<file path="src/rtl/pe_ctrl_pkg.sv">
// -----------------------------------------------------------------------------
// pe_ctrl_pkg
// Shared definitions for the PE tile controller:
//   - state_e  : controller FSM state encoding (3 bits)
//   - calc_kw  : counter width needed to hold values 0..max_val
// -----------------------------------------------------------------------------
package pe_ctrl_pkg;

  typedef enum logic [2:0] {
    ST_IDLE   = 3'd0,
    ST_CLEAR  = 3'd1,
    ST_STREAM = 3'd2,
    ST_DRAIN  = 3'd3,
    ST_OUTPUT = 3'd4
  } state_e;

  // Bits needed to represent 0..max_val; never less than 1.
  function automatic int calc_kw(input int max_val);
    return (max_val < 1) ? 1 : $clog2(max_val + 1);
  endfunction

endpackage

</file>
<file path="src/rtl/pe_ctrl_beat_cnt.sv">
// -----------------------------------------------------------------------------
// pe_ctrl_beat_cnt
// Loadable down-counter with zero / one flags. Load has priority over
// decrement; decrement stops at zero.
// Ports:
//   clk, rst     clock, asynchronous active-low reset
//   i_load       load i_load_val
//   i_load_val   [W-1:0] value to load
//   i_dec        decrement by one (ignored while zero)
//   o_zero       count == 0
//   o_one        count == 1
// -----------------------------------------------------------------------------
module pe_ctrl_beat_cnt #(
  parameter int W = 8
) (
  input  logic         clk,
  input  logic         rst,
  input  logic         i_load,
  input  logic [W-1:0] i_load_val,
  input  logic         i_dec,
  output logic         o_zero,
  output logic         o_one
);

  logic [W-1:0] r_count;

  // NOTE: sequential state uses non-blocking assignments so every flop
  // samples the pre-edge value of its inputs regardless of process order.
  always_ff @(posedge clk or negedge rst) begin
    if (!rst) begin
      r_count <= '0;
    end else if (i_load) begin
      r_count <= i_load_val;
    end else if (i_dec && (r_count != '0)) begin
      r_count <= r_count - W'(1);
    end
  end

  assign o_zero = (r_count == '0);
  assign o_one  = (r_count == W'(1));

endmodule

</file>
<file path="src/rtl/pe_tile_controller.sv">
// -----------------------------------------------------------------------------
// pe_tile_controller
// Sequences one reduction tile of length K over a NUM_MACS-lane PE:
// clear accumulators, stream K operand beats, drain the MAC pipeline,
// capture the accumulators and hand them downstream.
//
// Ports:
//   clk, rst                      clock, asynchronous active-low reset
//   start, cfg_k_len              tile request and length (clamped to K_MAX)
//   busy, done                    not-IDLE flag, result-handshake pulse
//   in_valid/in_ready             operand beat handshake
//   in_a_flat, in_b_flat          signed operand lanes
//   pe_rst_acc                    PE accumulator clear
//   pe_a_flat, pe_b_flat          registered operands to the PE
//   pe_results_flat               PE accumulators
//   res_valid/res_ready, res_flat result handshake and captured results
//   stall_cnt                     only with PE_CTRL_STALL_CNT_EN defined
//
// Optional feature macro: PE_CTRL_STALL_CNT_EN (adds stall_cnt output).
// -----------------------------------------------------------------------------
module pe_tile_controller
  import pe_ctrl_pkg::*;
#(
  parameter int DATA_WIDTH  = 16,
  parameter int NUM_MACS    = 4,
  parameter int K_MAX       = 1024,
  parameter int MAC_LATENCY = 1,
  localparam int KW         = calc_kw(K_MAX)
) (
  input  logic                           clk,
  input  logic                           rst,
  input  logic                           start,
  input  logic [KW-1:0]                  cfg_k_len,
  output logic                           busy,
  output logic                           done,
  input  logic                           in_valid,
  output logic                           in_ready,
  input  logic [NUM_MACS*DATA_WIDTH-1:0] in_a_flat,
  input  logic [NUM_MACS*DATA_WIDTH-1:0] in_b_flat,
  output logic                           pe_rst_acc,
  output logic [NUM_MACS*DATA_WIDTH-1:0] pe_a_flat,
  output logic [NUM_MACS*DATA_WIDTH-1:0] pe_b_flat,
  input  logic [NUM_MACS*2*DATA_WIDTH-1:0] pe_results_flat,
  output logic                           res_valid,
  input  logic                           res_ready,
  output logic [NUM_MACS*2*DATA_WIDTH-1:0] res_flat
`ifdef PE_CTRL_STALL_CNT_EN
  ,
  output logic [31:0]                    stall_cnt
`endif
);

  localparam int DCW = calc_kw(MAC_LATENCY);
  localparam int OW  = NUM_MACS * DATA_WIDTH;
  localparam int RW  = NUM_MACS * 2 * DATA_WIDTH;

  state_e          r_state;
  state_e          w_next_state;
  logic [OW-1:0]   r_pe_a;
  logic [OW-1:0]   r_pe_b;
  logic [RW-1:0]   r_res;

  logic            w_accept_start;
  logic            w_beat;
  logic [KW-1:0]   w_k_clamped;
  logic            w_beat_zero;
  logic            w_beat_one;
  logic            w_drain_load;
  logic            w_drain_zero;
  logic            w_unused_drain_one;

  assign w_accept_start = (r_state == ST_IDLE) && start;
  assign w_beat         = (r_state == ST_STREAM) && in_valid;
  assign w_k_clamped    = (cfg_k_len > KW'(K_MAX)) ? KW'(K_MAX) : cfg_k_len;
  // Load the drain counter on the single transition into DRAIN.
  assign w_drain_load   = (w_next_state == ST_DRAIN) && (r_state != ST_DRAIN);

  // Beat counter doubles as the latched tile length: loaded on start, it is
  // the only copy of k_len, so later cfg_k_len changes cannot reach the tile.
  pe_ctrl_beat_cnt #(.W(KW)) u_beat_cnt (
    .clk        (clk),
    .rst        (rst),
    .i_load     (w_accept_start),
    .i_load_val (w_k_clamped),
    .i_dec      (w_beat),
    .o_zero     (w_beat_zero),
    .o_one      (w_beat_one)
  );

  // Loaded with MAC_LATENCY; DRAIN ends when it reaches zero, giving
  // MAC_LATENCY+1 drain cycles. Only the zero flag is needed here.
  pe_ctrl_beat_cnt #(.W(DCW)) u_drain_cnt (
    .clk        (clk),
    .rst        (rst),
    .i_load     (w_drain_load),
    .i_load_val (DCW'(MAC_LATENCY)),
    .i_dec      (r_state == ST_DRAIN),
    .o_zero     (w_drain_zero),
    .o_one      (w_unused_drain_one)
  );

  always_ff @(posedge clk or negedge rst) begin
    if (!rst) begin
      r_state <= ST_IDLE;
    end else begin
      r_state <= w_next_state;
    end
  end

  // NOTE: every output of this block gets a default before the case so no
  // path leaves a signal unassigned, which would otherwise infer a latch.
  always_comb begin
    w_next_state = r_state;
    busy         = 1'b1;
    in_ready     = 1'b0;
    pe_rst_acc   = 1'b0;
    res_valid    = 1'b0;
    done         = 1'b0;
    unique case (r_state)
      ST_IDLE: begin
        busy = 1'b0;
        if (start) w_next_state = ST_CLEAR;
      end
      ST_CLEAR: begin
        pe_rst_acc   = 1'b1;
        w_next_state = w_beat_zero ? ST_DRAIN : ST_STREAM;
      end
      ST_STREAM: begin
        in_ready = 1'b1;
        if (in_valid && w_beat_one) w_next_state = ST_DRAIN;
      end
      ST_DRAIN: begin
        if (w_drain_zero) w_next_state = ST_OUTPUT;
      end
      ST_OUTPUT: begin
        res_valid = 1'b1;
        if (res_ready) begin
          done         = 1'b1;
          w_next_state = ST_IDLE;
        end
      end
      default: w_next_state = ST_IDLE;
    endcase
  end

  // Zero operands on every non-beat cycle keep the free-running MACs idle.
  always_ff @(posedge clk or negedge rst) begin
    if (!rst) begin
      r_pe_a <= '0;
      r_pe_b <= '0;
    end else begin
      r_pe_a <= w_beat ? in_a_flat : '0;
      r_pe_b <= w_beat ? in_b_flat : '0;
    end
  end

  // Capture on the last drain cycle, when the final beat has landed.
  always_ff @(posedge clk or negedge rst) begin
    if (!rst) begin
      r_res <= '0;
    end else if ((r_state == ST_DRAIN) && w_drain_zero) begin
      r_res <= pe_results_flat;
    end
  end

  assign pe_a_flat = r_pe_a;
  assign pe_b_flat = r_pe_b;
  assign res_flat  = r_res;

`ifdef PE_CTRL_STALL_CNT_EN
  logic [31:0] r_stall_cnt;
  logic        w_stall;

  assign w_stall = ((r_state == ST_STREAM) && !in_valid) ||
                   ((r_state == ST_OUTPUT) && !res_ready);

  always_ff @(posedge clk or negedge rst) begin
    if (!rst) begin
      r_stall_cnt <= '0;
    end else if (w_accept_start) begin
      r_stall_cnt <= '0;
    end else if (w_stall && (r_stall_cnt != '1)) begin
      r_stall_cnt <= r_stall_cnt + 32'd1;
    end
  end

  assign stall_cnt = r_stall_cnt;
`endif

endmodule

</file>
<file path="config.mk">
export PLATFORM = sky130hd
export DESIGN_NAME = pe_tile_controller
export DESIGN_NICKNAME = d
export VERILOG_FILES = /design/src/rtl/pe_ctrl_pkg.sv /design/src/rtl/pe_ctrl_beat_cnt.sv /design/src/rtl/pe_tile_controller.sv
export SDC_FILE = /design/constraint.sdc
export NUM_CORES = 1
export LEC_CHECK = 0
export BUFFER_PORTS_ARGS = -buffer_cell sky130_fd_sc_hd__buf_2
export CAP_MARGIN = 20
export CORE_AREA = 10 10 200 202
export CTS_CLUSTER_DIAMETER = 40
export DETAILED_ROUTE_END_ITERATION = 6
export DIE_AREA = 0 0 210 212
export SYNTH_ARGS = -nofsm -noshare
export SYNTH_HDL_FRONTEND = slang
export SYNTH_SLANG_ARGS = --single-unit
</file>
<file path="constraint.sdc">
create_clock -name clk -period 4.15 [get_ports clk]
set_clock_uncertainty 0.15 [all_clocks]
set_input_delay 0.83 -clock clk [delete_from_list [all_inputs] [get_ports clk]]
set_output_delay 0.83 -clock clk [all_outputs]
set_load 0.03 [all_outputs]
</file>
Word-level counts from Yosys, hierarchy flattened
Index checks and enable logic that the tools add are counted.
- $add $sub $neg: 2
- multiply operators: 0
- div/mod/pow operators: 0
- order comparisons: 1
- equality and inequality tests: 7
- shift-type cells: 0
- muxes and demuxes: 19
- bitwise gates (word level): 1
- reductions and logical operators: 12
- operators by type and width (kind ; count):
    two-way mux 64 bit ; 2
    two-way mux 11 bit ; 3
    one-hot mux 3 bit (5 select lines) ; 1
    two-way mux 3 bit ; 4
    equality test 11 x 1 -> 1 bit (second input constant) ; 1
    greater-than comparator 11 bit (second input constant) ; 1
    zero test 11 bit ; 1
    nonzero test 11 bit ; 1
    subtractor 11 x 1 -> 11 bit (second input constant) ; 1
    equality test 3 x 2 -> 1 bit (second input constant) ; 3
    two-way mux 1 bit ; 9
    logical AND 1 bit ; 7
    nonzero test 2 bit ; 2
    equality test 3 x 1 -> 1 bit (second input constant) ; 1
    equality test 3 bit (second input constant) ; 1
    zero test 3 bit ; 1
    != test 3 x 2 -> 1 bit (second input constant) ; 1
    inverter 1 bit ; 1
    subtractor 1 bit (second input constant) ; 1
- register bits after elaboration: 271
- latch bits: 0
- bits in writable memories: 0
- memory bits (read-only): 0
- input bits: 272
- output and inout port bits: 261
- logic and storage cells: 48
- memories kept: 0

Depth between registers and ports, before layout
- depth after elaboration: 7
- mapped depth: 7
- gate-level depth less buffers: 6

Cells and area by module
Synthesis repeated with hierarchy kept, for this count alone.
- cells, all modules: 661
- area, all modules: 10329.9 sq um
- by module, submodules not included (module ; times used ; cells an instance ; area an instance (sq um) ; seq. area each (sq um)):
    pe_tile_controller ; 1 ; 579 ; 9591.7 ; 6481.2
    pe_ctrl_beat_cnt at u_beat_cnt ; 1 ; 78 ; 693.2 ; 275.3
    pe_ctrl_beat_cnt at u_drain_cnt ; 1 ; 4 ; 45.0 ; 25.0

Worst setup path after synthesis
OpenSTA, ideal clock, no wires.
- kind: input -> register
- start: input in_valid
- end: register u_beat_cnt.r_count[7]
- setup time: 0.070 ns
- data arrival time: 2.088 ns
- data required time: 3.930 ns
- slack: 1.842 ns
- stages on the path: 5
- path buffers: 1
- cell sequence: nor4bb_1 -> buf_2 -> nand4_1 -> or4b_2 -> nand3_1
- cells in the longest elaborated chain, start to end: 3
- RTL lines (what ; RTL line ; RTL):
    start: declaration ; pe_tile_controller.sv:36 ; input logic in_valid,
    logical AND 1 bit ; pe_tile_controller.sv:73 ; assign w_beat = (r_state == ST_STREAM) && in_valid;
    logical AND 1 bit ; pe_ctrl_beat_cnt.sv:34 ; end else if (i_dec && (r_count != '0)) begin
    nonzero test 2 bit (no line) ; n/a ;
    end signal: assignment ; pe_ctrl_beat_cnt.sv:33 ; r_count <= i_load_val;
    end signal: assignment ; pe_ctrl_beat_cnt.sv:35 ; r_count <= r_count - W'(1);
    end: declaration ; pe_ctrl_beat_cnt.sv:25 ; logic [W-1:0] r_count;
Every way passes these cells.
A chain may end at the register's enable or synchronous reset.

Worst setup path after layout
- start: register r_state[0]
- end: output done
- cells in the longest elaborated chain, start to end: 2
- RTL lines (what ; RTL line ; RTL):
    start: declaration ; pe_tile_controller.sv:57 ; state_e r_state;
    start signal: assignment ; pe_tile_controller.sv:106 ; r_state <= w_next_state;
    equality test 3 bit ; pe_tile_controller.sv:119 ; unique case (r_state)
    two-way mux 1 bit ; pe_tile_controller.sv:119 ;
    end: declaration ; pe_tile_controller.sv:35 ; output logic done,
Every way passes these cells.

==> results.json <==
{
  "status": "complete, no violations",
  "n_fill_cell": 3452,
  "critPathArrivalTime_ns": 1.80,
  "timing.hold.ws_ns": 0.183,
  "slew_violations": 0,
  "clock-sinks": 271,
  "grt_usage_pct": 13.8,
  "synth_xor_area_share_pct": 0,
  "route.detailed.drc": 0,
  "cap_violations": 0,
  "dp_hpwl_um": 24800,
  "power_density_nw_per_um2": 861,
  "crit_family": "simple AND/OR/NAND/NOR gates",
  "fmax_ghz": 0.360,
  "start_util_pct": 27.1,
  "crit_path_end_kind": "primary output",
  "grt_overflow": 0,
  "clk_pin_slew_ns": 0.05,
  "p_leak_nw": 7.52,
  "dieHeight_um": 212,
  "slew-limit-headroom_pct": 48.3,
  "power_mw": 12.3,
  "cp_num_buf_inv": 1,
  "antenna_found_initial": 3,
  "layout_commonest_cell": "buf_2",
  "synth_top_family_by_area": "multiplexers",
  "port_buffers": 532,
  "hold_viol": 0,
  "fin_util_pct": 39.7,
  "io_pins": 533,
  "period_minus_slack_ns": 2.78,
  "cp_slowest_cell": "dfrtp_1",
  "wl_per_cell_um": 18.6,
  "place_congestion": 0.797,
  "synth-seq-cells": 271,
  "grt_max_degree": 130,
  "yosysSeqAreaShare_pct": 69.4,
  "multi_input_area_sq_um": 2830,
  "synth_top_flop_cell": "dfrtp_1",
  "criticalPathCategory": "reg2out",
  "final_cell_mix": "buf_2, dfrtp_1, and2_1",
  "placed_cells": 1632,
  "num_rows": 70,
  "fin_nets": 1481,
  "netlist_area_sq_um": 9780,
  "avgSynthCellArea_sq_um": 14.8,
  "fin_area_sq_um": 14300,
  "synth.mux.area_fraction_pct": 14.7,
  "areaGrowthSynthToFinish_pct": 46.5,
  "synthAdderAreaFrac_pct": 0.384,
  "postRouteAntennaNets": 0,
  "postCtsSetupRepairBufs": 0,
  "post_layout_nonfiller_instances": 1705,
  "hold_class": "in2async",
  "synth-simple-area-share_pct": 11.6,
  "crit_path_max_incr_delay_ns": 0.49,
  "synth_warnings": 0,
  "critPathLaunchType": "register",
  "core_sq_um": 36100,
  "die_x_um": 210,
  "required_ns": 3.17,
  "layout-drive-gt1-share_pct": 60.0,
  "syn-num-nets": 934,
  "path_cells": "nor2_1 -> and3_1 -> buf_2",
  "crit_start": "r_state[0]",
  "vdd_drop_max_uv": 546,
  "regArea_sq_um": 6780,
  "insertion_delay_ns": 0.53,
  "cts_inserted_buffers": 40,
  "grt_pass1_wl_um": 47700,
  "viasPerCell": 4.19,
  "period_share_pct": 66.9,
  "yosysUniqueCellTypes": 40,
  "dpl-instance-area_sq_um": 13000,
  "rsz0062_at_grt": "no",
  "htree_levels": 2,
  "root_buffer": "clkbuf_16",
  "ctsResizeCount": 0,
  "setup_viol": 0,
  "path_max_fanout": 10,
  "worstMarginPinSlew_ns": 0.775,
  "synthArstFlopShare_pct": 100,
  "synth_compound_gate_area_share_pct": 2.00,
  "drtIter0Drc": 304,
  "syn_inst": 659,
  "cts_tree": "done",
  "clk_path_buf_depth": 3,
  "firstDrtPassIters": 4,
  "vias": 7140,
  "fin_tns_setup_ns": 0,
  "ctsHoldBuffers": 0,
  "grt_pass1_vias": 7793,
  "n_antenna_cell": 0,
  "routed_wl_um": 31800,
  "r2r-start": "r_state[2]",
  "dieArea_sq_um": 44500,
  "dp_slack_ns": 1.49,
  "setup_ws_ns": 1.37,
  "synth_edf_count": 0
}
## state kept, by name, indices dropped and copies added, names as in the netlist
register	flops
res_flat	128
u_drain_cnt.o_one	1
pe_b_flat	64
pe_a_flat	64
r_state	3
u_beat_cnt.r_count	11
## synth_stat cells, types with 2 or more instances
library cell | count | area (sq um)
a31oi_1 | 3 | 18.8
nand3_1 | 9 | 45.0
or4_1 | 5 | 37.5
or4b_2 | 2 | 20.0
nand4b_1 | 2 | 17.5
a21oi_1 | 9 | 45.0
ha_1 | 3 | 37.5
inv_1 | 7 | 26.3
o211ai_1 | 2 | 15.0
o311ai_0 | 2 | 17.5
nand2_1 | 4 | 15.0
clkbuf_1 | 19 | 71.3
o21ai_0 | 2 | 10.0
mux2_2 | 128 | 1440
nor3b_1 | 3 | 22.5
nor4_1 | 2 | 12.5
a211oi_1 | 3 | 22.5
nor2_1 | 10 | 37.5
dfrtp_1 | 271 | 6780
nor3_1 | 8 | 40.0
and2_1 | 129 | 807
or3_1 | 3 | 18.8
buf_2 | 16 | 80.1
## kinds of logic (layout without fill, tap and decap cells)
| kind of cell | count (synthesis) | count (layout) |
|---|---|---|
| fa+ha+maj | 3 | 3 |
| compound gates | 29 | 29 |
| flops | 271 | 271 |
| mux | 128 | 128 |
| buf+inv | 43 | 621 |
| simple gates | 185 | 185 |
## worst paths after layout
| path | slack (ns) | endpoint | cells after the start |
|---|---|---|---|
| max in group asynchronous | 2.82 | pe_b_flat[3] | 2 |
| hold / removal | 0.18 | res_flat[29] | 1 |
| setup / recovery | 1.37 | done | 3 |
| min in group clk | 0.35 | res_flat[36] | 1 |
| setup reg to reg | 1.83 | u_beat_cnt.r_count[7] | 4 |
| hold reg to reg | 0.35 | res_flat[36] | 1 |
## per-layer routing
metal	part of all wire (%)	global-route usage, %	vias to the layer above
met3	12	7.10	57
met2	49	23.0	351
li1	-	-	3328
met4	2.5	5.16	4
met1	37	14.6	3400
met5	0.085	0	-
## where the power goes
group	internal, mW	leakage (nW)	switching (mW)
registers	3.62	3.45	0.472
logic	1.71	3.42	3.25
clock network	2.04	0.643	1.24
total	7.37	7.52	4.96
## cell type report
type	instances	share of cell area, %
inverters	7	0.183
multi-input cells	345	19.8
well taps	468	4.09
flip-flops and latches	271	47.4
repair buffers	541	19.4
clock buffers	53	7.76
clock inverters	20	1.43
Power figures use the tool's default switching activity.
